### src/rtl/serial_add_pkg.sv
// Shared definitions for the bit-serial adder sequencer: FSM state encoding
// and the default operand width.
package serial_add_pkg;

  typedef enum logic [1:0] {
    IDLE = 2'b00,
    RUN  = 2'b01,
    DONE = 2'b10
  } state_t;

  localparam int DEFAULT_WIDTH = 8;

endpackage

### src/rtl/serial_add_ctrl_if.sv
// Request/result bundle of serial_add_ctrl. The requester uses the master
// modport and the sequencer uses the slave modport.
interface serial_add_ctrl_if
  import serial_add_pkg::*;
#(
  parameter int WIDTH = DEFAULT_WIDTH
);

  logic             start;
  logic [WIDTH-1:0] a;
  logic [WIDTH-1:0] b;
  logic             busy;
  logic             done;
  logic [WIDTH-1:0] sum;
  logic             cout;
  logic             ovf;

  modport master (output start, a, b, input busy, done, sum, cout, ovf);
  modport slave  (input start, a, b, output busy, done, sum, cout, ovf);

endinterface

### src/rtl/serial_fa_cell.sv
// Combinational one-bit full adder; the controller owns the carry state.
module serial_fa_cell (
  input  logic a,
  input  logic b,
  input  logic cin,
  output logic s,
  output logic cout
);

  assign s    = a ^ b ^ cin;
  assign cout = (a & b) | (a & cin) | (b & cin);

endmodule

### src/rtl/serial_add_ctrl.sv
// Bit-serial adder sequencer: one full-adder cell, LSB first, one bit per clock.
// Define SERIAL_ADD_FLAGS_EN to produce cout/ovf; otherwise both read as 0.
module serial_add_ctrl
  import serial_add_pkg::*;
#(
  parameter int WIDTH = DEFAULT_WIDTH
) (
  input logic              clk,
  input logic              rst,
  serial_add_ctrl_if.slave bus
);

  localparam int CNT_W = $clog2(WIDTH) + 1;

  state_t           state_r;
  state_t           state_n;
  logic [WIDTH-1:0] a_sh_r;
  logic [WIDTH-1:0] b_sh_r;
  logic [WIDTH-1:0] acc_r;
  logic [WIDTH-1:0] acc_s;
  logic [WIDTH-1:0] sum_r;
  logic [CNT_W-1:0] cnt_r;
  logic             carry_r;
  logic             bit_s;
  logic             carry_s;
  logic             last_s;
  logic             busy_r;
  logic             done_r;

  serial_fa_cell u_cell (
    .a    (a_sh_r[0]),
    .b    (b_sh_r[0]),
    .cin  (carry_r),
    .s    (bit_s),
    .cout (carry_s)
  );

  assign last_s = (cnt_r == CNT_W'(WIDTH - 1));

  // Accumulator shifted right with the new sum bit entering at the MSB.
  always_comb begin
    acc_s            = acc_r >> 1;
    acc_s[WIDTH-1]   = bit_s;
  end

  // Next-state decode.
  always_comb begin
    state_n = state_r;
    case (state_r)
      IDLE: begin
        if (bus.start) state_n = RUN;
        else           state_n = IDLE;
      end
      RUN: begin
        if (last_s) state_n = DONE;
        else        state_n = RUN;
      end
      DONE:    state_n = IDLE;
      default: state_n = IDLE;
    endcase
  end

  // State register plus registered busy/done decoded from the next state.
  always_ff @(posedge clk) begin
    if (rst) begin
      state_r <= IDLE;
      busy_r  <= 1'b0;
      done_r  <= 1'b0;
    end else begin
      state_r <= state_n;
      busy_r  <= (state_n != IDLE);
      done_r  <= (state_n == DONE);
    end
  end

  // Operand shifters, carry, bit counter and result register.
  always_ff @(posedge clk) begin
    if (rst) begin
      a_sh_r  <= '0;
      b_sh_r  <= '0;
      acc_r   <= '0;
      sum_r   <= '0;
      cnt_r   <= '0;
      carry_r <= 1'b0;
    end else begin
      case (state_r)
        IDLE: begin
          if (bus.start) begin
            a_sh_r  <= bus.a;
            b_sh_r  <= bus.b;
            acc_r   <= '0;
            cnt_r   <= '0;
            carry_r <= 1'b0;
          end
        end
        RUN: begin
          a_sh_r  <= a_sh_r >> 1;
          b_sh_r  <= b_sh_r >> 1;
          acc_r   <= acc_s;
          carry_r <= carry_s;
          cnt_r   <= cnt_r + CNT_W'(1);
          if (last_s) sum_r <= acc_s;
        end
        default: ;
      endcase
    end
  end

`ifdef SERIAL_ADD_FLAGS_EN
  logic cout_r;
  logic ovf_r;

  // Flags load with the sum; carry_r here is the carry into the MSB.
  always_ff @(posedge clk) begin
    if (rst) begin
      cout_r <= 1'b0;
      ovf_r  <= 1'b0;
    end else if (state_r == RUN && last_s) begin
      cout_r <= carry_s;
      ovf_r  <= carry_r ^ carry_s;
    end
  end

  assign bus.cout = cout_r;
  assign bus.ovf  = ovf_r;
`else
  assign bus.cout = 1'b0;
  assign bus.ovf  = 1'b0;
`endif

  assign bus.busy = busy_r;
  assign bus.done = done_r;
  assign bus.sum  = sum_r;

endmodule

### src/flat_wrapper.sv
// flat-port wrapper written by rule: the top's interface ports become plain ports
module serial_add_ctrl_flat import serial_add_pkg::*;
#(
  parameter int WIDTH = DEFAULT_WIDTH
)
  (clk, rst, bus_start, bus_a, bus_b, bus_busy, bus_done, bus_sum, bus_cout, bus_ovf);
  serial_add_ctrl_if #(.WIDTH(WIDTH)) bus_i ();
  input logic clk;
  input logic rst;
  input wire logic [$bits(bus_i.start)-1:0] bus_start;
  input wire logic [$bits(bus_i.a)-1:0] bus_a;
  input wire logic [$bits(bus_i.b)-1:0] bus_b;
  output wire logic [$bits(bus_i.busy)-1:0] bus_busy;
  output wire logic [$bits(bus_i.done)-1:0] bus_done;
  output wire logic [$bits(bus_i.sum)-1:0] bus_sum;
  output wire logic [$bits(bus_i.cout)-1:0] bus_cout;
  output wire logic [$bits(bus_i.ovf)-1:0] bus_ovf;
  assign bus_i.start = bus_start;
  assign bus_i.a = bus_a;
  assign bus_i.b = bus_b;
  assign bus_busy = bus_i.busy;
  assign bus_done = bus_i.done;
  assign bus_sum = bus_i.sum;
  assign bus_cout = bus_i.cout;
  assign bus_ovf = bus_i.ovf;
  serial_add_ctrl #(.WIDTH(WIDTH)) u_core (.clk(clk), .rst(rst), .bus(bus_i));
endmodule
### config.mk
export PLATFORM = sky130hd
export DESIGN_NAME = serial_add_ctrl_flat
export DESIGN_NICKNAME = d
export VERILOG_FILES = /design/src/rtl/serial_add_pkg.sv /design/src/rtl/serial_add_ctrl_if.sv /design/src/rtl/serial_fa_cell.sv /design/src/rtl/serial_add_ctrl.sv /design/src/flat_wrapper.sv
export SDC_FILE = /design/constraint.sdc
export NUM_CORES = 1
export LEC_CHECK = 0
export CORE_MARGIN = 8
export CORE_UTILIZATION = 35
export DETAILED_ROUTE_END_ITERATION = 12
export HOLD_SLACK_MARGIN = 0.08
export PLACE_DENSITY = 0.62
export SLEW_MARGIN = 40
export SYNTH_ARGS = -nofsm -noshare
export SYNTH_HDL_FRONTEND = slang
export SYNTH_HIERARCHICAL = 1
export SYNTH_SLANG_ARGS = --single-unit
### constraint.sdc
create_clock -name clk -period 2 [get_ports clk]
set_input_delay 0.3 -clock clk [delete_from_list [all_inputs] [get_ports clk]]
set_output_delay 0.3 -clock clk [all_outputs]
set_load 0.01 [all_outputs]
# ---- Word level (Yosys, flattened, before mapping)
# Cells that the tools add are included.
dict set report classes {
  n_addsub 1
  n_eq_ne 4
  mux 13
  bitwise 7
  n_reduce_logical 5
}
# op n
set op_table {}
lappend op_table {{case mux 8 bit (2 select lines)} 3}
lappend op_table {{2-to-1 mux 8 bit} 3}
lappend op_table {{case mux 4 bit (2 select lines)} 1}
lappend op_table {{adder 4 x 1 -> 4 bit (second input constant)} 1}
lappend op_table {{== test 4 x 3 -> 1 bit (second input constant)} 1}
lappend op_table {{2-to-1 mux 4 bit} 1}
lappend op_table {{case mux 2 bit (2 select lines)} 1}
lappend op_table {{AND reduction 2 bit} 2}
lappend op_table {{nonzero test 2 bit} 2}
lappend op_table {{bitwise AND 1 bit} 3}
lappend op_table {{== test 2 x 1 -> 1 bit (second input constant)} 1}
lappend op_table {{== test 2 bit (second input constant)} 1}
lappend op_table {{zero test 2 bit} 1}
lappend op_table {{2-to-1 mux 1 bit} 2}
lappend op_table {{2-to-1 mux 2 bit} 1}
lappend op_table {{inequality test 2 bit (second input constant)} 1}
lappend op_table {{OR 1 bit} 2}
lappend op_table {{case mux 1 bit (2 select lines)} 1}
lappend op_table {{XOR 1 bit} 2}
dict set report word_totals {
  regBits 41
  input_bits 19
  word_cells 39
}

# ---- Longest topological paths before layout
# Gate-level depths: netlist of the first run.
dict set report logic_depth {
  depth_word 4
  mapped_depth 6
  depth_no_buf 4
}

# ---- Hierarchy
# The synthesis of the first run kept the hierarchy.
# module n_inst cells_each area_each_um2 seq_area_each_um2
set modules_own_cells {}
lappend modules_own_cells {serial_add_ctrl 1 181 1721.7 800.8}
lappend modules_own_cells {serial_fa_cell 1 1 20.0 0.0}

# ---- Worst setup path after synthesis of the first run
# OpenSTA, ideal clock, no wires.
dict set report synth_path {
  kind {register to register}
  startpoint {register u_core.cnt_r[0]}
  endpoint {register u_core.sum_r[0] (netlist: u_core/bus.sum[0])}
  t_arrival_ps 1187
  required_time_ps 1928
  setup_slack_ps 742
  path_stages_with_launch 5
  n_path_buf 0
  synth_period_minus_slack_ps 1258
  cell_sequence {dfxtp_1 -> ha_1 -> nand4b_1 -> nor2_4 -> mux2i_1}
}
dict set report synth_between {
  elab_chain_cells 2
}
# item line
set synth_rtl {}
lappend synth_rtl {{start, declared} serial_add_ctrl.sv:22} ;# logic [CNT_W-1:0] cnt_r;
lappend synth_rtl {{start signal, assigned} serial_add_ctrl.sv:101} ;# cnt_r <= cnt_r + CNT_W'(1);
lappend synth_rtl {{== test 4 x 3 -> 1 bit} serial_add_ctrl.sv:38} ;# assign last_s = (cnt_r == CNT_W'(WIDTH - 1));
lappend synth_rtl {{AND reduction 2 bit (no source line)} n/a}
lappend synth_rtl {{end signal, assigned} serial_add_ctrl.sv:102} ;# if (last_s) sum_r <= acc_s;
lappend synth_rtl {{end, declared} serial_add_ctrl.sv:21} ;# logic [WIDTH-1:0] sum_r;
# Every way passes these cells.
# A chain may end at the register's enable or synchronous reset.

# ---- Final worst setup path of the first run
dict set report layout_path {
  startpoint {register u_core.state_r[1]}
  endpoint {register u_core.a_sh_r[6]}
}
dict set report layout_between {
  elab_chain_cells 3
  elab_cells_between_ends 6
}
# item line
set layout_rtl {}
lappend layout_rtl {{start, declared} serial_add_ctrl.sv:15} ;# state_t state_r;
lappend layout_rtl {{start signal, assigned} serial_add_ctrl.sv:70} ;# state_r <= state_n;
lappend layout_rtl {{== test 2 x 1 -> 1 bit or zero test 2 bit (tied branches)} serial_add_ctrl.sv:86} ;# case (state_r)
lappend layout_rtl {{nonzero test 2 bit (no source line) or inequality test 2 bit (tied branches)} n/a}
lappend layout_rtl {{AND reduction 2 bit (no source line)} n/a}
lappend layout_rtl {{end signal, assigned} serial_add_ctrl.sv:89} ;# a_sh_r <= bus.a;
lappend layout_rtl {{end signal, assigned} serial_add_ctrl.sv:97} ;# a_sh_r <= a_sh_r >> 1;
lappend layout_rtl {{end, declared} serial_add_ctrl.sv:17} ;# logic [WIDTH-1:0] a_sh_r;
# Parallel ways exist; a longest one is shown, timed or not.

==> key figures, run 1 <==
Routing
  – Post-DRT Antenna Nets: 0
  – Residual DRC: 0
  – DR pass1 iterations: 4
  – Vias per cell: 4.77
  – Routed wire per std cell: 12.3 um
  – Routed vias: 1,298
  – Number of DRC markers in iteration 0: 101
  – Total Wirelength: 3350 um

STA
  – RSZ-0062 raised after global routing: false
  – Final setup viols: 0
  – Slew HR: 61.8%
  – Final-report max-slew violation count: 0
  – Period utilisation layout: 73.9%
  – Worst-Margin Slew: 0.572 ns
  – Final hold slack: 0.471 ns
  – Final min period: 1.48 ns
  – Fin. Hold Viols: 0
  – Setup Skew: 0.0105 ns
  – Total negative setup slack: 0 ns
  – Fmax: 0.677 GHz

Critical path
  – CP Launch Point: u_core/state_r[1]$_SDFF_PP0_
  – Worst path cell trace: nand2b_1 > nand2_1 > a211oi_1
  – Crit-path max FO: 16
  – Critical path launch point type: flop
  – Max incr delay on CP: 0.52 ns
  – Capturing element type of the critical path: flop
  – Crit-path slowest cell: nand2b_1
  – Crit path kind: reg -> reg
  – WP data required: 2.19 ns
  – Crit path DAT: 1.67 ns
  – Worst r2r src: u_core/state_r[1]$_SDFF_PP0_

Global routing
  – M2 GR Usage: 16.3%
  – Global-route usage over all layers: 9.19%
  – Met3 Use GR: 2.17%
  – First-pass GRT wire length: 5600 um
  – Remaining global-route overflow: 0
  – Pin count of the biggest net entering global routing: 48
  – Gr busiest metal: met2
  – Initial antenna violation count: 0
  – Vias in the first global route: 1,275
  – GR Util met1: 9.95%

Yosys
  – Ys Warns: 6
  – Post-synth top area share: 46.0%
  – Mapped Cells: 182
  – Netlist Area Pre-Place: 0.00174 mm2
  – Synth async-reset ratio: 0%
  – Leading area contributor after synthesis: dfxtp_1
  – Avg Inst Size Synth: 9.57 um2
  – #FFs+latches synth: 40
  – Register area share after synthesis: 46.0%
  – Commonest cells post-synth: dfxtp_1 (40), nor2_1 (27), nand2b_1 (17)
  – Most frequent cell after synthesis: dfxtp_1
  – Post-synth EDFFs: 0
  – Ys flop type: dfxtp_1
  – Top cells by area, synth: dfxtp_1 (46%), nand2b_1 (6.1%), nor2_1 (5.8%)
  – Distinct cells, synth: 30

Clocking
  – Max Buffers Root-to-Sink: 2
  – Root buf cell: clkbuf_8
  – Clock sink count: 40
  – Worst-Skew Late Latency: 0.28 ns
  – Htree depth: 2
  – PostCTS Resize Cnt: 0
  – Clock buffer count from CTS: 5
  – Hold Buf Count CTS: 0
  – CTS tree: done
  – Setup bufs post-CTS: 0
  – Clock transition at the registers of the reported paths: 0.07 ns

Pwr
  – Pwr Density: 722 mW/mm2
  – P_leak: 0.763 nW
  – Worst VDD drop: 0.000335 V

Floorplan
  – Die area: 0.00749 mm2
  – I/O pin total: 31
  – # rows: 25
  – Die Span Y: 86.5 um
  – Starting Density: 36.6%
  – Die extent in x: 86.5 um
  – Core area: 0.00475 mm2

Layout
  – Antenna cells: 0
  – Nets: 226
  – Synth-to-layout area growth: 22.6%
  – Layout cells sized above 1: 13.7%

Place
  – Port-buffer cells: 28
  – GPL Wtd Cong: 0.691
  – Dpl hpwl: 2270 um

Hold path
  – HP Class: reg -> reg
  – HP Start: u_core/bus.sum[2]$_SDFFE_PP0P_

Job
  – MaxCap Viol Count: 0

Status
  – Status: finished clean
[path summary, 6_finish.rpt]
check / to / slack (ns) / cells past startpoint
setup / recovery: u_core/a_sh_r[6]$_SDFFE_PP0P_ / 0.52 / 3
hold / removal: u_core/bus.sum[2]$_SDFFE_PP0P_ / 0.47 / 2
setup reg to reg: u_core/a_sh_r[6]$_SDFFE_PP0P_ / 0.52 / 3
hold reg to reg: u_core/bus.sum[2]$_SDFFE_PP0P_ / 0.47 / 2
[kinds of logic after synthesis]
logic type      share of synthesized area (%)
mux                                      5.17
compound gates                           21.7
flops                                    46.0
buf+inv                                  5.75
fa+ha+maj                                1.87
simple gates                             19.3
other cells                             0.215
[cell type report]
cell class	count	area [um2]
fillers	508	2620
multi-input cells	127	845
flip-flops and latches	40	801
repair buffers	31	328
well taps	67	83.8
clock buffers	6	72.6
clock inverters	1	5.00
[stage by stage]
| step | cell area (um2) | total power (W) | utilization, % | worst slack [ns] | std cells |
|---|---|---|---|---|---|
| after floorplan | 1750 | 0.00101 | - | 0.742 | 183 |
| after global placement | 2060 | 0.00107 | 43.3 | 0.412 | 265 |
| after detailed placement | 2060 | 0.00107 | 43.3 | 0.396 | 265 |
| after CTS | 2130 | 0.00156 | 44.9 | 0.493 | 272 |
| after global routing | 2130 | 0.00161 | 44.9 | 0.315 | 272 |
| final | 2130 | 0.00154 | 44.9 | 0.522 | 272 |
[cells in the final DEF, fill, tap and decap left out, types with 2 or more instances in the layout]
cell type        synthesis  routed
nand2b_1                17      17
nand2_1                 15      15
a21oi_2                  8       8
clkdlybuf4s50_1          0      28
nand3_1                  2       2
nor3_1                   3       3
clkbuf_8                 0       5
buf_12                   0       2
a211oi_1                 6       6
mux2i_1                  9       9
a22oi_1                 11      11
a211oi_2                 8       8
conb_1                   1       2
a21oi_1                  7       7
nor2_1                  27      27
dfxtp_1                 40      40
[registers in the layout, indices dropped and copies added (netlist names)]
name	cells
u_core/a_sh_r	8
u_core/bus.busy	1
u_core/acc_r	7
u_core/b_sh_r	8
u_core/cnt_r	4
u_core/carry_r	1
u_core/bus.done	1
u_core/state_r	2
u_core/bus.sum	8
[report_power, final]
part / switching, W / total (W) / leakage (nW) / internal [W]
clock network: 0.000253 / 0.000490 / 0.0410 / 0.000237
registers: 0.0000236 / 0.000853 / 0.327 / 0.000830
logic: 0.000102 / 0.000198 / 0.395 / 0.0000963
[critical path: cells and delay by family, from the launching register on]
| family | cells | cell delay, ns |
|---|---|---|
| compound gates | 1 | 0.22 |
| flops | 1 | 0.48 |
| simple gates | 2 | 0.69 |
[routing by layer]
| metal | up-vias | routed length, um |
|---|---|---|
| met5 | - | 0 |
| met4 | 0 | 40 |
| met3 | 2 | 115 |
| met2 | 15 | 1670 |
| met1 | 614 | 1520 |
| li1 | 667 | - |
Note: power is estimated with default switching activity, not from simulation.
==> inputs of run 2 (changes only) <==
- PLACE_DENSITY: 0.62 -> 0.64
- clock period: 2 -> 1.2 ns (I/O delays scaled with it)
==> run 2 against run 1 <==
Net effect: the run now ends with negative setup slack left; hold slack lost 0.041 ns; clock-buffer cell count unchanged; combinational power up 120%; die area unchanged; utilization is 6.6 points higher; power up 91%; non-clock buffer count increased by 20; worst setup slack worse by 0.59 ns; clock power grew 120%; sequential power increased by 66%; largest power group unchanged.
==> key figures, run 2 (synthesis gave the netlist of run 1 again) <==
Clocking
  – Root buf cell: clkbuf_8
  – Clock buffer count from CTS: 5 (unchanged)
  – CTS tree: done
  – Worst-Skew Late Latency: 0.29 ns (about the same)
  – Clock transition at the registers of the reported paths: 0.09 ns (+0.02 ns)
  – Htree depth: 2 (unchanged)
  – Clock sink count: 40 (unchanged)
  – Max Buffers Root-to-Sink: 2 (unchanged)

STA
  – RSZ-0062 raised after global routing: true
  – Period utilisation layout: 106% (+32 points)
  – Final min period: 1.27 ns (-0.208 ns)
  – Final setup viols: 14 (+14)
  – Fin. Hold Viols: 0 (unchanged)
  – Setup Skew: 0.0131 ns (+0.00257 ns)
  – Fin worst setup slack: -0.0697 ns (-0.592 ns)
  – Final hold slack: 0.430 ns (-0.0410 ns)
  – Fmax: 0.788 GHz (+16%)
  – Final-report max-slew violation count: 0 (unchanged)

Routing
  – Residual DRC: 0 (unchanged)
  – DR pass1 iterations: 4 (unchanged)
  – Post-DRT Antenna Nets: 0 (unchanged)
  – Total Wirelength: 3750 um (+12%)
  – Vias per cell: 4.72 (-1.1%)
  – Routed wire per std cell: 12.8 um (+3.9%)
  – Routed vias: 1,383 (+6.5%)
  – Number of DRC markers in iteration 0: 97 (-4.0%)

Floorplan
  – Starting Density: 36.6% (unchanged)
  – I/O pin total: 31 (unchanged)
  – Die extent in x: 86.5 um (unchanged)
  – # rows: 25 (unchanged)
  – Die Span Y: 86.5 um (unchanged)
  – Core area: 0.00475 mm2 (unchanged)
  – Die area: 0.00749 mm2 (unchanged)

Critical path
  – Worst R2R Setup Slack: -0.07 ns (-0.59 ns)
  – Crit path kind: reg -> reg
  – Crit-path max FO: 11 (-5)
  – WP data required: 1.40 ns (-0.79 ns)
  – Critical path launch point type: flop
  – Crit path DAT: 1.47 ns (-0.20 ns)
  – FF-to-FF End: u_core/b_sh_r[3]$_SDFFE_PP0P_
  – Capturing element type of the critical path: flop
  – Worst r2r src: u_core/state_r[0]$_SDFF_PP0_
  – Worst R2R Path Depth: 5 (+2)

Place
  – Dpl hpwl: 2540 um (+12%)
  – Port-buffer cells: 28 (unchanged)
  – GPL Wtd Cong: 0.765 (+11%)

Global routing
  – First-pass GRT wire length: 6220 um (+11%)
  – Vias in the first global route: 1,362 (+6.8%)
  – Remaining global-route overflow: 0 (unchanged)
  – Pin count of the biggest net entering global routing: 27 (-44%)
  – Global-route usage over all layers: 10.5% (+1.3 points)
  – Initial antenna violation count: 0 (unchanged)

Pwr
  – Logic pwr share: 14.9% (+2.0 points)
  – Psw: 0.000698 W (+85%)
  – Sequential share of power: 48.3% (-7.1 points)
  – Switch share: 23.7% (-0.79 points)
  – Pwr Density: 1200 mW/mm2 (+66%)
  – Power Internal: 0.00224 W (+93%)
  – Worst VDD drop: 0.000434 V (+29%)
  – Power share of the clock group: 36.8% (+5.0 points)
  – P_leak: 0.965 nW (+26%)

Hold path
  – Hold Crit Endpoint: u_core/a_sh_r[5]$_SDFFE_PP0P_
  – HP Class: in -> reg
  – Worst hold path cell count: 3 (+1)
  – HP Start: bus_a[5]

Layout
  – Nets: 246 (+8.8%)
  – Final core utilization: 51.5% (+6.6 points)
  – Commonest non-fill, non-tap cell in the layout: dfxtp_1
  – Commonest non-fill, non-tap cells in the layout: dfxtp_1 (34), nor2_1 (27), clkdlybuf4s50_1 (18), nand2b_1 (17), nand2_1 (15)
  – Layout cells sized above 1: 26.1% (+12 points)
  – Antenna cells: 0 (unchanged)
  – Synth-to-layout area growth: 40.5%
  – Fill cells: 439 (-14%)

Job
  – MaxCap Viol Count: 0 (unchanged)

Status
  – Failing checks: negative setup slack
  – Status: finished, violations left
==> run 2: cell types whose count changed in the layout (fill, tap and decap cells not counted), sizes merged <==
cell / before / now
buf: 3 / 23
clkdlybuf4s50: 28 / 18
bufinv: 0 / 1
dlygate4sd2: 0 / 10
==> run 2: worst max path at each step <==
| stage | start | endpoint | slack (ns) |
|---|---|---|---|
| floorplan | u_core/cnt_r[1]$_SDFFE_PP0P_ | u_core/bus.sum[0]$_SDFFE_PP0P_ | -0.01 |
| global placement | bus_start | u_core/b_sh_r[0]$_SDFFE_PP0P_ | -0.18 |
| detailed placement | bus_start | u_core/b_sh_r[1]$_SDFFE_PP0P_ | -0.21 |
| CTS | u_core/carry_r$_SDFFE_PP0P_ | u_core/acc_r[7]$_SDFFE_PP0P_ | -0.01 |
| global route | u_core/state_r[0]$_SDFF_PP0_ | u_core/a_sh_r[6]$_SDFFE_PP0P_ | -0.11 |
| finish | u_core/state_r[0]$_SDFF_PP0_ | u_core/b_sh_r[3]$_SDFFE_PP0P_ | -0.07 |
==> run 2: layout make-up <==
class / instances / area, um2 / share of cell area (%)
Timing Repair Buffer: 51 / 576 / 23.5
Sequential cell: 40 / 811 / 33.1
Clock inverter: 2 / 35.0 / 1.43
Tap cell: 67 / 83.8 / 3.43
Clock buffer: 6 / 72.6 / 2.97
Multi-Input combinational cell: 127 / 870 / 35.5
==> run 2: critical path: stages, from the launching register on <==
cell and delay [ns]:
dfxtp_4 0.37, buf_6 0.12, o21bai_4 0.22, buf_12 0.17
a21oi_1 0.04, a211oi_1 0.24
==> run 2: what timing repair did <==
| item | CTS | global route |
|---|---|---|
| resized for setup | 15 | 8 |
| endpoints found under the setup margin | 22 | 34 |
| hold buffers | 0 | 0 |
| buffers inserted | 0 | 2 |
| pin swaps | 3 | 8 |
| endpoints found under the hold margin | 0 | 0 |
| cloned | 1 | 0 |
==> run 2: per-layer routing <==
metal / vias up / GRT usage [%] / part of all wire (%)
met3: 5 / 3.12 / 3.7
met5: - / 0 / 0
met4: 0 / 5.16 / 1.9
met2: 19 / 17.5 / 47
li1: 712 / - / -
met1: 647 / 12.0 / 47
==> run 2: power by group through the flow <==
stage	registers, W	clock network, W	logic [W]
after detailed placement	0.00145	0	0.000404
after global placement	0.00145	0	0.000401
after floorplan	0.00145	0	0.000232
after global routing	0.00143	0.00118	0.000475
after CTS	0.00142	0.00112	0.000427
final	0.00142	0.00108	0.000437
==> run 2: stage by stage <==
step / TNS (ns) / cells / power [W] / setup WS, ns / instance area (um2)
global placement: -4.32 / 282 / 0.00185 / -0.177 / 2260
global route: -1.85 / 293 / 0.00308 / -0.108 / 2450
CTS: -0.0200 / 291 / 0.00296 / -0.0125 / 2400
floorplan: -0.0951 / 183 / 0.00168 / -0.0119 / 1760
finish: -0.261 / 293 / 0.00294 / -0.0697 / 2450
detailed placement: -4.74 / 282 / 0.00186 / -0.209 / 2260
==> inputs of run 3 (changes only) <==
- HOLD_SLACK_MARGIN: 0.08 -> not set
==> results of run 3 <==
The final DEF is identical to that of run 2; final timing and power are the same.
